--- src/rtl/instr_mem_param.sv ---
// Synchronous-read instruction store for the IF/ID boundary: registered word and PC,
// stall/flush handling, fault-to-NOP substitution, program load port and retired-fetch counter.
module instr_mem_param #(
  parameter int          DATA_W    = 32,
  parameter int          DEPTH     = 64,
  parameter int          ADDR_W    = 32,
  parameter int          BYTE_ADDR = 1,
  parameter logic [31:0] NOP_WORD  = 32'h0000_0000,
  parameter int          CNT_W     = 16
) (
  input  logic                     clk,
  input  logic                     rst,
  input  logic                     fetch_en,
  input  logic                     stall,
  input  logic                     flush,
  input  logic [ADDR_W-1:0]        address,
  output logic [DATA_W-1:0]        instruction,
  output logic [ADDR_W-1:0]        pc_out,
  output logic                     instr_valid,
  output logic                     addr_fault,
  output logic                     align_fault,
  input  logic                     ld_we,
  input  logic [$clog2(DEPTH)-1:0] ld_addr,
  input  logic [DATA_W-1:0]        ld_data,
  output logic [CNT_W-1:0]         fetch_count
);

  localparam int IDX_W = $clog2(DEPTH);
  localparam int BYTES = DATA_W / 8;
  localparam int OFF_W = (BYTE_ADDR != 0) ? $clog2(BYTES) : 0;
  localparam logic [DATA_W-1:0] NOP = DATA_W'(NOP_WORD);

  logic [DATA_W-1:0] mem [DEPTH];

  logic [ADDR_W-1:0] idx;
  logic [IDX_W-1:0]  mem_idx;
  logic              misaligned;
  logic              out_of_range;
  logic              cnt_full;

  // Range test uses the full index; the truncated mem_idx is only a read port address.
  assign idx          = address >> OFF_W;
  assign mem_idx      = idx[IDX_W-1:0];
  assign misaligned   = (BYTE_ADDR != 0) && ((address & ADDR_W'(BYTES - 1)) != '0);
  assign out_of_range = (idx >> IDX_W) != '0;
  assign cnt_full     = &fetch_count;

  // Load port ignores rst/stall/flush so programs can be preloaded under reset.
  always_ff @(posedge clk) begin
    if (ld_we) begin
      mem[ld_addr] <= ld_data;
    end
  end

  always_ff @(posedge clk) begin
    if (rst) begin
      instruction <= NOP;
      pc_out      <= '0;
      instr_valid <= 1'b0;
      addr_fault  <= 1'b0;
      align_fault <= 1'b0;
      fetch_count <= '0;
    end else if (flush) begin
      instruction <= NOP;
      instr_valid <= 1'b0;
      addr_fault  <= 1'b0;
      align_fault <= 1'b0;
    end else if (!stall) begin
      if (fetch_en) begin
        pc_out      <= address;
        instr_valid <= 1'b1;
        if (misaligned) begin
          instruction <= NOP;
          align_fault <= 1'b1;
          addr_fault  <= 1'b0;
        end else if (out_of_range) begin
          instruction <= NOP;
          align_fault <= 1'b0;
          addr_fault  <= 1'b1;
        end else begin
          // Old word is read here while a same-edge load lands in mem.
          instruction <= mem[mem_idx];
          align_fault <= 1'b0;
          addr_fault  <= 1'b0;
          if (!cnt_full) begin
            fetch_count <= fetch_count + 1'b1;
          end
        end
      end else begin
        instr_valid <= 1'b0;
        addr_fault  <= 1'b0;
        align_fault <= 1'b0;
      end
    end
  end

endmodule

--- config.mk ---
export PLATFORM = sky130hd
export DESIGN_NAME = instr_mem_param
export DESIGN_NICKNAME = d
export VERILOG_FILES = /design/src/rtl/instr_mem_param.sv
export SDC_FILE = /design/constraint.sdc
export NUM_CORES = 2
export LEC_CHECK = 0
export CAP_MARGIN = 10
export CELL_PAD_IN_SITES_DETAIL_PLACEMENT = 1
export CELL_PAD_IN_SITES_GLOBAL_PLACEMENT = 2
export CORE_ASPECT_RATIO = 1.25
export CORE_MARGIN = 2
export CORE_UTILIZATION = 53
export CTS_CLUSTER_DIAMETER = 50
export DETAILED_ROUTE_END_ITERATION = 10
export PLACE_DENSITY_LB_ADDON = 0.1
export SYNTH_ARGS = -nofsm -noshare
export SYNTH_HDL_FRONTEND = slang
export SYNTH_SLANG_ARGS = --single-unit
--- constraint.sdc ---
create_clock -name clk -period 7.45 [get_ports clk]
set_input_delay 1.1175 -clock clk [delete_from_list [all_inputs] [get_ports clk]]
set_output_delay 1.1175 -clock clk [all_outputs]
set_load 0.02 [all_outputs]
### After elaboration in Yosys (flattened, before gate mapping)

Memories as Yosys holds them, arrays and structs flattened.
Index checks and enable logic that the tools add are counted.

| word-level totals | value |
|---|---|
| register bits after elaboration | 83 |
| bits in writable memories | 2048 |
| input port bits | 76 |
| output and inout bits | 83 |
| logic and storage cells | 30 |
| memories | 1 |

| operators by class | value |
|---|---|
| add/sub/neg operators | 1 |
| multiplexer cells | 10 |
| bitwise logic cells | 5 |
| reduce and logical (&&, ||, !) cells | 7 |

Memory list:

| name | words | width | rd ports | clocked after Yosys merged registers in | wr ports | line | text |
|---|---|---|---|---|---|---|---|
| mem | 64 | 32 | 1 | 0 | 1 | 33 | `logic [DATA_W-1:0] mem [DEPTH];` |

Operators with widths:

| kind | count |
|---|---|
| two-way mux 32 bit | 2 |
| nonzero test 32 bit | 2 |
| adder 16 x 1 -> 16 bit (second input constant) | 1 |
| AND reduction 16 bit | 1 |
| two-way mux 1 bit | 8 |
| AND reduction 6 bit | 1 |
| inverter 1 bit | 5 |
| AND reduction 3 bit | 1 |
| AND reduction 2 bit | 1 |
| OR reduction 2 bit | 1 |

### Depth between registers and ports, before layout

| logic depth | value |
|---|---|
| depth after elaboration | 4 |
| gate-level depth with buffers | 11 |
| mapped depth without buffers | 7 |

### Least setup slack after synthesis

Ideal clock, no wire load.

| timing path | value |
|---|---|
| path kind | input port to flip-flop |
| from | in ld_addr[3] |
| to | mem mem[48][0] (enable) |
| library setup time | 461 ps |
| arrival time | 3842 ps |
| required time | 6989 ps |
| path slack | 3147 ps |
| stages on the path | 4 |
| buffers on the path | 1 |
| cell sequence | clkbuf_1 -> nor2b_1 -> nand4b_1 -> nor3_1 |

RTL lines:

| what | line | text |
|---|---|---|
| start: declaration | 23 | `input logic [$clog2(DEPTH)-1:0] ld_addr,` |
| end: declaration | 33 |  |

Straight into the memory's write port.

### Worst setup path after layout

| timing path | value |
|---|---|
| from | in address[2] |
| to | reg instruction[26] |

| on the way | value |
|---|---|
| cells in the longest elaborated chain, start to end | 3 |

RTL lines:

| what | line | text |
|---|---|---|
| start: declaration | 16 | `input logic [ADDR_W-1:0] address,` |
| memory (64 x 32 bit) | n/a |  |
| two-way mux 32 bit | 76 | `end else if (out_of_range) begin` |
| two-way mux 32 bit | 72 | `if (misaligned) begin` |
| end signal: assignment | 82 | `instruction <= mem[mem_idx];` |
| end: declaration | 17 | `output logic [DATA_W-1:0] instruction,` |

Every way passes these cells.
A chain may end at the register's enable or synchronous reset.

==> summary.md <==
| Metric | Value |
|---|---|
| Most common cell in the netlist | `edfxtp_1` |
| Antenna Nets Post-Route | `0` |
| Leakage | `between 20 and 30 nW` |
| CTS-repair resized insts | `0` |
| R2R Path Start | `mem[44][13]` |
| Required @ worst endpoint | `slightly above 8 ns` |
| Die area | `roughly 0.16 mm^2` |
| Share of the synthesized area in the top cell type | `about three quarters` |
| CTS tree | `done` |
| CTS Hold Buffers Added | `0` |
| Root Buffer | `clkbuf_16` |
| Post-Synth XOR/XNOR Area | `less than 1%` |
| Critical path class | `input pin to flop` |
| Async SR Flop Fraction | `0%` |
| Share of layout cells above drive strength 1 | `24.6%` |
| Max Root-Sink Buffers | `3` |
| Crit share post-route | `58.5%` |
| Pwr Density | `266 mW/mm^2` |
| # clock sinks | `approximately 2100` |
| H-tree levels | `4` |
| Iteration-0 DRC Markers | `between 5000 and 6000` |
| Drt wl/cell | `41.5 um` |
| Remaining DRCs | `0` |
| Largest family of logic cells by synthesized area | `multiplexers` |
| IO Count | `between 150 and 200` |
| Fill cells | `roughly 12000` |
| Commonest cells in the netlist | `edfxtp_1, mux4_2, nand2_1, mux2i_1, nor2_1` |
| Worst-Margin Slew | `roughly 1.4 ns` |
| Mapped Cells | `roughly 3800` |
| Compound-gate portion of the synthesized area | `2.89%` |
| Hold Crit Class | `flop to flop` |
| Crit end category | `flop` |
| Slew Limit Fails | `0` |
| Setup slack, reg-to-reg | `about 4.9 ns` |
| Fin crit period | `4.36 ns` |
| Post-layout util | `around three fifths` |
| Hold Path End | `pc_out[4]` |
| Initial DRT Pass Iterations | `5` |
| Top_reg_cell synth | `edfxtp_1` |
| DR vias/cell | `between 6 and 7` |
| Initial antenna violation count | `18` |
| #FFs+latches synth | `roughly 2100` |
| Startpoint type of the worst setup path | `input pin` |
| Final Hold Fails | `0` |
| Syn nets | `3872` |
| RR Endpoint | `instruction[13]` |
| Dpl hpwl | `between 100000 and 150000 um` |
| Final wirelength | `around 260000 um` |
| Final GP Congestion | `approximately 0.84` |
| Status | `complete, no violations` |
| Global-route wire length before repair | `361000 um` |
| Final #Nets | `4163` |
| Fmax | `approximately 230 MHz` |
| Num CTS Buffers | `about 200` |
| Placed Cells | `~5900` |
| Rel. slew slack | `between 6 and 7%` |
| TNS Setup | `0 ns` |
| Worst Hold Depth | `2` |
| Mapped Area | `between 0.08 and 0.09 mm^2` |
| Area Growth Syn to Fin | `13.6%` |
| Footprint of the multi-input gates | `around 0.018 mm^2` |
| Crit Path Max Fanout | `approximately 60` |
| Setup repair after global routing missed its margin | `false` |
| HP Start | `pc_out[4]` |
| Pin count of the biggest net entering global routing | `between 100 and 150` |
| Ranking of synthesized cells by area | `edfxtp_1, mux4_2, dfxtp_1, mux2i_1, nand2_1` |
| Post-synthesis mux area share | `15.3%` |
| Reg area | `~0.063 mm^2` |
| Starting Density | `approximately 53%` |
| Simple-Gate Fraction of Synth Area | `2.55%` |
| Via Count | `approximately 43000` |
| Die Ht | `~440 um` |
| R2R depth | `5` |
| Core area | `between 0.15 and 0.2 mm^2` |
| GR Overflow Total | `0` |
| Adder-cell share of the synthesized area | `less than 1%` |
| Layout Skew | `~0.036 ns` |
| Post-CTS Setup Inserts | `0` |
| Final Setup Violations | `0` |
| Std-Cell Rows | `160` |
| MaxCap Viol Count | `0` |
| IO Port Bufs | `around 160` |
| GR Util All Layers | `between 30 and 40%` |
| CP Data Arrival Time | `5.05 ns` |
| Clock insertion delay at the later pin of the skew report | `around 0.86 ns` |
| Final Instance Count excl. Fillers | `6288` |
| Fin area | `roughly 0.093 mm^2` |
| Avg Inst Size Synth | `21.5 um^2` |
| Die W | `between 300 and 400 um` |
| Clock slew seen by the registers of the worst setup and hold paths | `0.06 ns` |
| Total power | `24.6 mW` |
| Synth cell types | `63` |
| Maximum vdd ir drop | `approximately 0.00029 V` |
| Placement Cell Area | `between 0.08 and 0.09 mm^2` |
| Area leader, netlist | `edfxtp_1` |
| Post-synth EDFFs | `~2000` |
| Synth warn | `0` |
| Sequential fraction of the synthesis area | `approximately 78%` |
| Number of global-route vias before repair | `around 44000` |
[critical path: stages]
cell,delay [ns]
buf_8,0.54
buf_4,0.68
buf_4,0.71
mux4_2,0.59
a211o_1,0.29
o21ai_0,0.84
nand3_1,0.13
[power by group]
group | internal (mW) | total [mW] | switching [mW]
logic | 0.433 | 1.27 | 0.832
clock network | 5.63 | 10.1 | 4.47
registers | 13.2 | 13.2 | 0.0236
[registers in the layout, summed over array words and instances, names as in the netlist]
name         count
mem           2048
pc_out          32
addr_fault       1
instr_valid      1
fetch_count     16
align_fault      1
instruction     32
[kinds of logic after synthesis]
family / after synthesis
flops: 2131
mux: 637
simple gates: 459
compound gates: 336
buf+inv: 216
xor+xnor: 15
fa+ha+maj: 1
[worst max-delay path by stage]
stage | from | end | slack (ns)
2_1_floorplan | ld_addr[3] | mem[48][0] | 3.15
3_3_place_gp | address[2] | instruction[29] | 1.97
3_5_place_dp | address[2] | instruction[26] | 2.20
4_1_cts | address[2] | instruction[26] | 3.12
5_1_grt | address[2] | instruction[26] | 2.89
6_report | address[2] | instruction[26] | 3.09
[metal layers]
| layer | global-route usage (%) | share of wire [%] | vias up |
|---|---|---|---|
| met5 | 0 | 0.024 | - |
| met4 | 13.8 | 4.6 | 10 |
| met3 | 7.98 | 10 | 522 |
| met2 | 53.5 | 48 | 2651 |
| met1 | 45.2 | 37 | 23191 |
| li1 | - | - | 16507 |
[final cells by class]
type | count | area share [%]
timing repair buffer | 298 | 3.07
clock buffer | 271 | 6.03
inverter | 3 | 0.0122
clock inverter | 105 | 0.887
tap | 2025 | 2.74
sequential | 2131 | 68.3
antenna | 7 | 0.0189
multi-input combinational | 1448 | 19.0
[cell usage in the layout, fill, tap and decap left out, drive strengths merged, types with 7 or more instances in the layout]
| cell | synthesis | routed |
|---|---|---|
| clkbuf | 75 | 271 |
| bufinv | 0 | 11 |
| clkinv | 0 | 81 |
| nor2 | 112 | 112 |
| inv | 3 | 11 |
| o21ai | 27 | 27 |
| a221oi | 12 | 12 |
| dfxtp | 83 | 83 |
| nor2b | 16 | 16 |
| o221ai | 16 | 16 |
| nand4 | 16 | 16 |
| mux4 | 484 | 484 |
| a32oi | 13 | 13 |
| a211oi | 33 | 33 |
| a21oi | 65 | 65 |
| xor2 | 15 | 15 |
| nand2 | 188 | 188 |
| mux2i | 138 | 138 |
| mux2 | 15 | 15 |
| clkdlybuf4s50 | 0 | 119 |
| edfxtp | 2048 | 2048 |
| a22o | 13 | 13 |
| and2 | 8 | 8 |
| and3 | 12 | 12 |
| buf | 138 | 179 |
| nor3 | 12 | 12 |
| nor4 | 13 | 13 |
| a22oi | 73 | 73 |
| diode | 0 | 7 |
| nand2b | 13 | 13 |
| o22ai | 24 | 24 |
| a31oi | 20 | 20 |
| nand3 | 49 | 49 |
[per-stage QoR]
stage	setup WS, ns	hold slack, ns
floorplan	3.15	0.517
global placement	1.97	0.444
detailed placement	2.20	0.452
CTS	3.12	0.459
global route	2.89	0.479
finish	3.09	0.456
Power figures use the tool's default switching activity.
